===== config.mk =====
export PLATFORM = sky130hd
export DESIGN_NAME = text_term_ctrl
export DESIGN_NICKNAME = d
export VERILOG_FILES = /design/src/rtl/text_term_pkg.sv /design/src/rtl/text_term_clr.sv /design/src/rtl/text_term_ctrl.sv
export SDC_FILE = /design/constraint.sdc
export NUM_CORES = 1
export LEC_CHECK = 0
export ABC_CLOCK_PERIOD_IN_PS = 2800
export BUFFER_PORTS_ARGS = -buffer_cell sky130_fd_sc_hd__buf_2
export CORE_MARGIN = 2
export CORE_UTILIZATION = 58
export DETAILED_ROUTE_END_ITERATION = 8
export GPL_TIMING_DRIVEN = 0
export MAX_ROUTING_LAYER = met4
export PLACE_DENSITY = 0.84
export SLEW_MARGIN = 15
export SYNTH_ARGS = -nofsm -noshare
export SYNTH_HDL_FRONTEND = slang
export SYNTH_HIERARCHICAL = 1
export SYNTH_SLANG_ARGS = --single-unit

===== constraint.sdc =====
create_clock -name clk -period 2.8 [get_ports clk]
set_input_delay 0.42 -clock clk [delete_from_list [all_inputs] [get_ports clk]]
set_output_delay 0.42 -clock clk [all_outputs]
set_load 0.02 [all_outputs]

===== src/rtl/text_term_pkg.sv =====
// Shared types and character constants for the text terminal controller.
package text_term_pkg;

  typedef enum logic [1:0] {
    INIT  = 2'd0,
    IDLE  = 2'd1,
    WRITE = 2'd2,
    CLEAR = 2'd3
  } tt_state_e;

  // What the WRITE cycle does to the cursor once its (optional) write is issued.
  typedef enum logic [1:0] {
    OP_NONE = 2'd0,
    OP_INC  = 2'd1,
    OP_NL   = 2'd2
  } tt_op_e;

  localparam logic [7:0] CHR_SPACE = 8'h20;
  localparam logic [7:0] CHR_CR    = 8'h0D;
  localparam logic [7:0] CHR_BS    = 8'h08;

  function automatic logic is_printable(input logic [7:0] c);
    return (c >= 8'h20) && (c <= 8'h7E);
  endfunction

endpackage


===== src/rtl/text_term_clr.sv =====
// Fill-address counter: walks rows start_row..end_row, COLS cells each, one cell per step.
module text_term_clr #(
  parameter int COLS = 80,
  parameter int ROWS = 30
) (
  input  logic       clk,
  input  logic       reset,
  input  logic       start,
  input  logic       step,
  input  logic [4:0] start_row,
  output logic [4:0] row,
  output logic [6:0] col,
  output logic       done
);

  localparam logic [6:0] LAST_COL = 7'(COLS - 1);
  localparam logic [4:0] LAST_ROW = 5'(ROWS - 1);

  logic [4:0] end_row;

  // Out of reset the range is the whole screen, so INIT needs no start pulse.
  always_ff @(posedge clk or posedge reset) begin
    if (reset) begin
      row     <= 5'd0;
      col     <= 7'd0;
      end_row <= LAST_ROW;
    end else if (start) begin
      row     <= start_row;
      col     <= 7'd0;
      end_row <= start_row;
    end else if (step) begin
      if (col == LAST_COL) begin
        col <= 7'd0;
        row <= (row == LAST_ROW) ? 5'd0 : row + 5'd1;
      end else begin
        col <= col + 7'd1;
      end
    end
  end

  assign done = step && (col == LAST_COL) && (row == end_row);

endmodule


===== src/rtl/text_term_ctrl.sv =====
// Keyboard-to-character-RAM terminal: cursor, newline/scroll with row clearing, backspace.
module text_term_ctrl
  import text_term_pkg::*;
#(
  parameter int COLS = 80,
  parameter int ROWS = 30
) (
  input  logic       clk,
  input  logic       reset,
  input  logic [7:0] ascii,
  input  logic       ascii_valid,
  input  logic       key_release,
  output logic       in_ready,
  output logic       drop,
  output logic       vram_we,
  output logic [11:0] vram_addr,
  output logic [7:0] vram_data,
  output logic [4:0] top_row,
  output logic [4:0] cur_row,
  output logic [6:0] cur_col,
  output tt_state_e  state
);

  // Handshake: a strobe (ascii_valid) is consumed only in a cycle where in_ready
  // is high; a strobe seen while in_ready is low is lost and flagged on drop.

  localparam logic [6:0] LAST_COL = 7'(COLS - 1);
  localparam logic [4:0] LAST_ROW = 5'(ROWS - 1);

  tt_op_e      op;
  logic [11:0] wr_addr;
  logic [7:0]  wr_data;
  logic        wr_en;
  logic [4:0]  line_cnt;
  logic [4:0]  nl_row;
  logic        accept;
  logic        fill;
  logic        clr_start;
  logic [4:0]  fill_row;
  logic [6:0]  fill_col;
  logic        fill_done;

  assign in_ready  = (state == IDLE);
  assign accept    = in_ready && ascii_valid && !key_release;
  assign nl_row    = (cur_row == LAST_ROW) ? 5'd0 : cur_row + 5'd1;
  assign fill      = (state == INIT) || (state == CLEAR);
  assign clr_start = (state == WRITE) && (op == OP_NL);

  text_term_clr #(.COLS(COLS), .ROWS(ROWS)) u_clr (
    .clk       (clk),
    .reset     (reset),
    .start     (clr_start),
    .step      (fill),
    .start_row (nl_row),
    .row       (fill_row),
    .col       (fill_col),
    .done      (fill_done)
  );

  // CR also passes through WRITE (with no write) so every newline has the same latency.
  always_ff @(posedge clk or posedge reset) begin
    if (reset) begin
      state    <= INIT;
      cur_row  <= 5'd0;
      cur_col  <= 7'd0;
      top_row  <= 5'd0;
      line_cnt <= 5'd0;
      op       <= OP_NONE;
      wr_addr  <= 12'd0;
      wr_data  <= 8'd0;
      wr_en    <= 1'b0;
    end else begin
      case (state)
        INIT: if (fill_done) state <= IDLE;
        IDLE: begin
          if (accept) begin
            if (is_printable(ascii)) begin
              wr_addr <= {cur_row, cur_col};
              wr_data <= ascii;
              wr_en   <= 1'b1;
              op      <= (cur_col == LAST_COL) ? OP_NL : OP_INC;
              state   <= WRITE;
            end else if (ascii == CHR_CR) begin
              wr_en <= 1'b0;
              op    <= OP_NL;
              state <= WRITE;
            end else if ((ascii == CHR_BS) && (cur_col != 7'd0)) begin
              cur_col <= cur_col - 7'd1;
              wr_addr <= {cur_row, cur_col - 7'd1};
              wr_data <= CHR_SPACE;
              wr_en   <= 1'b1;
              op      <= OP_NONE;
              state   <= WRITE;
            end
          end
        end
        WRITE: begin
          wr_en <= 1'b0;
          state <= IDLE;
          case (op)
            OP_INC: cur_col <= cur_col + 7'd1;
            OP_NL: begin
              cur_col <= 7'd0;
              cur_row <= nl_row;
              if (line_cnt < LAST_ROW) line_cnt <= line_cnt + 5'd1;
              else top_row <= (top_row == LAST_ROW) ? 5'd0 : top_row + 5'd1;
              state <= CLEAR;
            end
            default: ;
          endcase
        end
        CLEAR: if (fill_done) state <= IDLE;
        default: state <= INIT;
      endcase
    end
  end

  assign vram_we   = !reset && (fill || ((state == WRITE) && wr_en));
  assign vram_addr = fill ? {fill_row, fill_col} : wr_addr;
  assign vram_data = fill ? CHR_SPACE : wr_data;
  assign drop      = !reset && ascii_valid && !in_ready;

endmodule


### Word level (Yosys, flattened, before mapping)

Index checks and enable logic that the tools add are counted.

* add/sub/neg operators: 7
* $lt $le $gt $ge: 3
* equality and inequality tests: 21
* multiplexer cells: 39
* bitwise gates (word level): 1
* reduce and logical (&&, ||, !) cells: 33

Operators by type and width (number)
* $mux 7: 7
* $mux 12: 4
* $mux 8: 4
* $mux 5: 6
* $pmux 7 s2: 2
* $add 5x1->5 const B: 4
* $mux 2: 10
* $eq 8x4->1 const B: 2
* $eq 5x5->1 const B: 3
* $reduce_and 3->1: 5
* $add 7x1->7 const B: 2
* $eq 7x7->1 const B: 2
* $logic_and 1x1->1: 11
* $ge 8x6->1 const B: 1
* $le 8x7->1 const B: 1
* $reduce_bool 2->1: 4
* $reduce_bool 7->1: 1
* $sub 7x1->7 const B: 1
* $eq 2x2->1 const B: 3
* $ne 2x1->1 const B: 3
* $ne 2x2->1 const B: 3
* $pmux 2 s3: 1
* $reduce_and 6->1: 1
* $eq 5x5->1: 1
* other kinds (14): 22

* register bits after elaboration: 64
* input port bits: 12
* output and inout bits: 42
* logic and storage cells: 116

### Longest topological paths before layout

* depth after elaboration: 7
* mapped depth: 10
* depth with buffers taken out: 8

### Cells and area by module

Netlist, hierarchy kept.

Modules (own cells, without submodules)
* text_term_ctrl: instances 1, cells an instance 287, area each 2924.1 µm², sequential area each 1176.1 µm²
* text_term_clr: instances 1, cells an instance 107, area each 989.7 µm², sequential area each 430.4 µm²

### Least setup slack after synthesis

No wires, ideal clock.

* kind: reg2reg
* start: reg cur_col[0]
* end: reg cur_col[5]
* setup time: 136 ps
* arrival: 2176 ps
* required time: 2664 ps
* slack: 487 ps
* stages on the path, launching flop included: 9
* path buffers: 1
* clock period less this slack: 2313 ps
* cell sequence: dfrtp_1 -> clkbuf_1 -> inv_1 -> ha_1 -> and2b_1 -> a311o_4 -> o31a_1 -> o31ai_1 -> o31ai_1

* cells in the longest elaborated chain, start to end: 6
* elaborated cells on any way between the ends: 12
* those cells by class: add/sub (2); eq/ne (1); mux (6); reduce/logical (3)

RTL lines
* start: declaration: RTL line text_term_ctrl.sv:20 `output logic [6:0] cur_col,`
* start signal: assignment: RTL line text_term_ctrl.sv:88 `cur_col <= cur_col - 7'd1;`
* start signal: assignment: RTL line text_term_ctrl.sv:101 `OP_INC: cur_col <= cur_col + 7'd1;`
* $sub 7x1->7: RTL line text_term_ctrl.sv:88
* $mux 7: RTL line text_term_ctrl.sv:87 `end else if ((ascii == CHR_BS) && (cur_col != 7'd0)) begin`
* $mux 7: RTL line text_term_ctrl.sv:83 `end else if (ascii == CHR_CR) begin`
* $mux 7: RTL line text_term_ctrl.sv:77 `if (is_printable(ascii)) begin`
* $mux 7: RTL line text_term_ctrl.sv:76 `if (accept) begin`
* $pmux 7 s2: RTL line text_term_ctrl.sv:73 `case (state)`

Parallel ways exist; a longest one is shown, timed or not. The select of a mux whose other input is x is not followed.
A chain may end at the register's enable or synchronous reset.

### Final worst setup path

* start: reg state[0]
* end: out vram_we

* cells in the longest elaborated chain, start to end: 4
* elaborated cells on any way between the ends: 7
* those cells by class: eq/ne (2); reduce/logical (5)

RTL lines
* start: declaration: RTL line text_term_ctrl.sv:21 `output tt_state_e state`
* start signal: assignment: RTL line text_term_ctrl.sv:63 `state <= INIT;`
* start signal: assignment: RTL line text_term_ctrl.sv:74 `INIT: if (fill_done) state <= IDLE;`
* start signal: assignment: RTL line text_term_ctrl.sv:82 `state <= WRITE;`
* $eq 2x2->1 / $logic_not 2->1 (equally long branches): RTL line text_term_ctrl.sv:46 `assign fill = (state == INIT) || (state == CLEAR);`
* $logic_or 1x1->1 *: RTL line text_term_ctrl.sv:46
* net fill: RTL line text_term_ctrl.sv:37 `logic fill;`
* $logic_or 1x1->1 *: RTL line text_term_ctrl.sv:118 `assign vram_we = !reset && (fill || ((state == WRITE) && wr_en));`
* $logic_and 1x1->1 *: RTL line text_term_ctrl.sv:118
* end: declaration: RTL line text_term_ctrl.sv:15 `output logic vram_we,`

The timed path passes the listed nets; every way through them passes the cells marked *.

==> metrics.md <==
| Metric | Value |
|---|---|
| WP data required | `2380 ps` |
| Gate Count Post-Synth | `394` |
| Worst min path class | `in -> async` |
| Die Ht | `86.1 µm` |
| Layout area overhead | `14.2%` |
| Top_reg_cell synth | `dfrtp_1` |
| Nets | `484` |
| Vias in the first global route | `3,171` |
| Inserted Diodes | `0` |
| Max VDD drop | `0.232 mV` |
| WL final | `9220 µm` |
| Initial antenna violation count | `0` |
| Slew Limit Fails | `0` |
| Fraction of layout cells with a size suffix above 1 | `27.8%` |
| Period utilization | `92.8%` |
| DR WL/cell | `17.0 µm` |
| RSZ-0062 raised after global routing | `false` |
| Clk root buf | `clkbuf_8` |
| Chip width | `86.1 µm` |
| PD cells | `379 mW/mm²` |
| Crit. End Element | `output pin` |
| Core Region | `0.00642 mm²` |
| Largest net degree at the start of global routing | `31` |
| Post-synth EDFFs | `0` |
| Clock Latency Late Sink | `330 ps` |
| Post-Syn Area | `0.00391 mm²` |
| Register area share after synthesis | `41.0%` |
| CP max FO | `19` |
| Setup Skew | `7.32 ps` |
| Die ar. | `0.00742 mm²` |
| Setup ws final | `202 ps` |
| Register share of total power | `54.5%` |
| Io pins | `54` |
| CTS tree | `built` |
| DRC | `0` |
| Placement Rows | `29` |
| Max Freq | `0.385 GHz` |
| Fin util | `69.6%` |
| Leak Pwr | `0.00218 µW` |
| CP Launch Type | `register` |
| Clock share of power | `42.0%` |
| Total power | `1700 µW` |
| Switching pwr | `381 µW` |
| Antenna viol nets, final | `0` |
| Switching share of power | `22.5%` |
| CTS clk-pin slew, worst paths | `70 ps` |
| CTS Buffer Depth | `2` |
| Endpoints failing hold | `0` |
| Post-CTS Hold Fix Bufs | `0` |
| #FFs+latches synth | `64` |
| Pre-CTS WS | `203 ps` |
| Initial drt markers | `242` |
| Number of I/O port buffers | `53` |
| Post-synth net total | `419` |
| Status | `finished, final reports clean` |
| Comb power frac | `3.5%` |
| Vias | `3,361` |
| Kind of critical path | `reg -> out` |
| Worst Max-Slew Pin Slew | `691 ps` |
| First-pass iteration count of the detailed router | `5` |
| Maxcap violations | `0` |
| Synth warn | `6` |
| Tot GR Track Use | `26.4%` |
| Avg Vias per Cell | `6.21` |
| Syn_area_per_cell | `9.93 µm²` |
| GPL Wtd Cong | `0.880` |
| Total grt overflow | `0` |
| Num CTS Buffers | `9` |
| Cell internal pwr | `1310 µW` |
| CP arrival | `2180 ps` |
| Clk sinks | `64` |
| Finish-stage setup viols | `0` |
| Final critical-path required period | `2600 ps` |
| CTS HTree Levels | `3` |
| Rel. slew slack | `53.9%` |
| DP HPWL | `6620 µm` |
| Netlist cell types | `65` |
| Asr flop ratio synth | `100%` |
| First-pass GRT wire length | `15,100 µm` |
| Initial Util | `60.9%` |
-- sequential cells by signal, indices dropped and copies added, names as in the netlist --
signal,count
u_clr/end_row,5
cur_col,7
op,2
wr_addr,12
wr_data,8
line_cnt,5
u_clr/col,7
u_clr/row,5
top_row,5
state,2
wr_en,1
cur_row,5
-- power by group through the flow --
stage	Combinational (µW)	Sequential (µW)	Clock, µW
floorplan	32.9	942	0
global placement	55.0	942	0
detailed placement	60.0	942	0
CTS	60.1	925	718
global route	66.2	924	765
finish	58.9	925	712
-- through the flow --
stage | TNS (ps) | instance area (µm²) | std cells | hold slack, ps
after floorplan | 0 | 3910 | 394 | 343
after global placement | -4.42 | 4280 | 524 | 452
after detailed placement | 0 | 4300 | 525 | 457
after CTS | 0 | 4470 | 541 | 111
after global routing | 0 | 4470 | 541 | 132
final | 0 | 4470 | 541 | 108
-- cells in the final DEF (no fill, tap or decap), drive strengths merged, types with 5 or more instances in the layout --
cell    synthesis  routed
a211oi          5       5
a21o            7       7
a21oi          10      10
a31oi           5       5
and3           10      10
buf             9      64
clkbuf         10      24
dfrtp          60      60
ha             13      13
inv            23      23
mux2           31      31
nand2          28      28
nand2b          7       7
nand3           8       8
nand4           9       9
nor2           23      23
nor2b          10      10
nor3            8       8
o21ai          26      26
o22ai           6       6
o31ai           9       9
xnor2          12      12
xor2            9       9
-- final timing paths --
| check | slack (ps) | cells after the start | from | to |
|---|---|---|---|---|
| min in group clk | 440 | 3 | ascii[4] | wr_data[4] |
| min reg2reg | 470 | 1 | wr_data[1] | wr_data[1] |
| max reg2reg | 290 | 8 | cur_col[0] | cur_col[5] |
| min | 110 | 2 | reset | state[0] |
| max in group asynchronous | 2140 | 2 | reset | u_clr/row[2] |
| max | 200 | 7 | state[0] | vram_we |
-- cell usage after synthesis, types with 9 or more instances --
| master | number | area (µm²) |
|---|---|---|
| a21oi_1 | 10 | 50.1 |
| and3_1 | 9 | 56.3 |
| clkbuf_1 | 9 | 33.8 |
| dfrtp_1 | 60 | 1500 |
| ha_1 | 13 | 163 |
| inv_1 | 23 | 86.3 |
| mux2_2 | 17 | 191 |
| mux2_4 | 12 | 180 |
| nand2_1 | 27 | 101 |
| nor2_1 | 20 | 75.1 |
| nor2b_1 | 10 | 62.6 |
| o21ai_0 | 17 | 85.1 |
| xnor2_1 | 12 | 105 |
| xor2_1 | 9 | 78.8 |
-- cell families after synthesis --
| kind of cell | count (synthesis) | synth area share, % |
|---|---|---|
| xor gates and xnor gates | 21 | 4.70 |
| buffers and inverters | 42 | 4.79 |
| DFF | 64 | 41.0 |
| and+or+nand+nor | 128 | 17.7 |
| AOI/OAI and AO/OA | 95 | 17.5 |
| adders and majority gates | 13 | 4.16 |
| muxes | 31 | 10.1 |
-- per-layer routing --
| layer | vias up | track usage [%] | wire length [µm] |
|---|---|---|---|
| li1 | 1570 | - | - |
| met3 | 22 | 3.85 | 642 |
| met1 | 1622 | 34.9 | 3980 |
| met2 | 147 | 41.5 | 4450 |
| met5 | - | - | 0 |
| met4 | 0 | 9.52 | 140 |
-- repair_timing --
item	in CTS	in global routing
gates resized for setup	0	1
setup endpoints to repair	0	15
buffers inserted	0	1
endpoints found under the hold margin	0	0
-- critical path: stages, from the launching register on --
cell      delay, ps
dfrtp_1         400
inv_1            60
ha_1            290
buf_4           260
clkbuf_1        400
a21oi_1         100
nor2_1          140
buf_2           180
-- cell type report --
type	count	area [µm²]
plain buffers	18	97.6
clock buffers	15	166
clock inverters	1	5.00
inverters	23	86.3
well taps	77	96.3
flip-flops and latches	64	1610
repair buffers	55	293
fillers	490	1950
multi-input cells	288	2120
(Power assumes the default switching activity.)
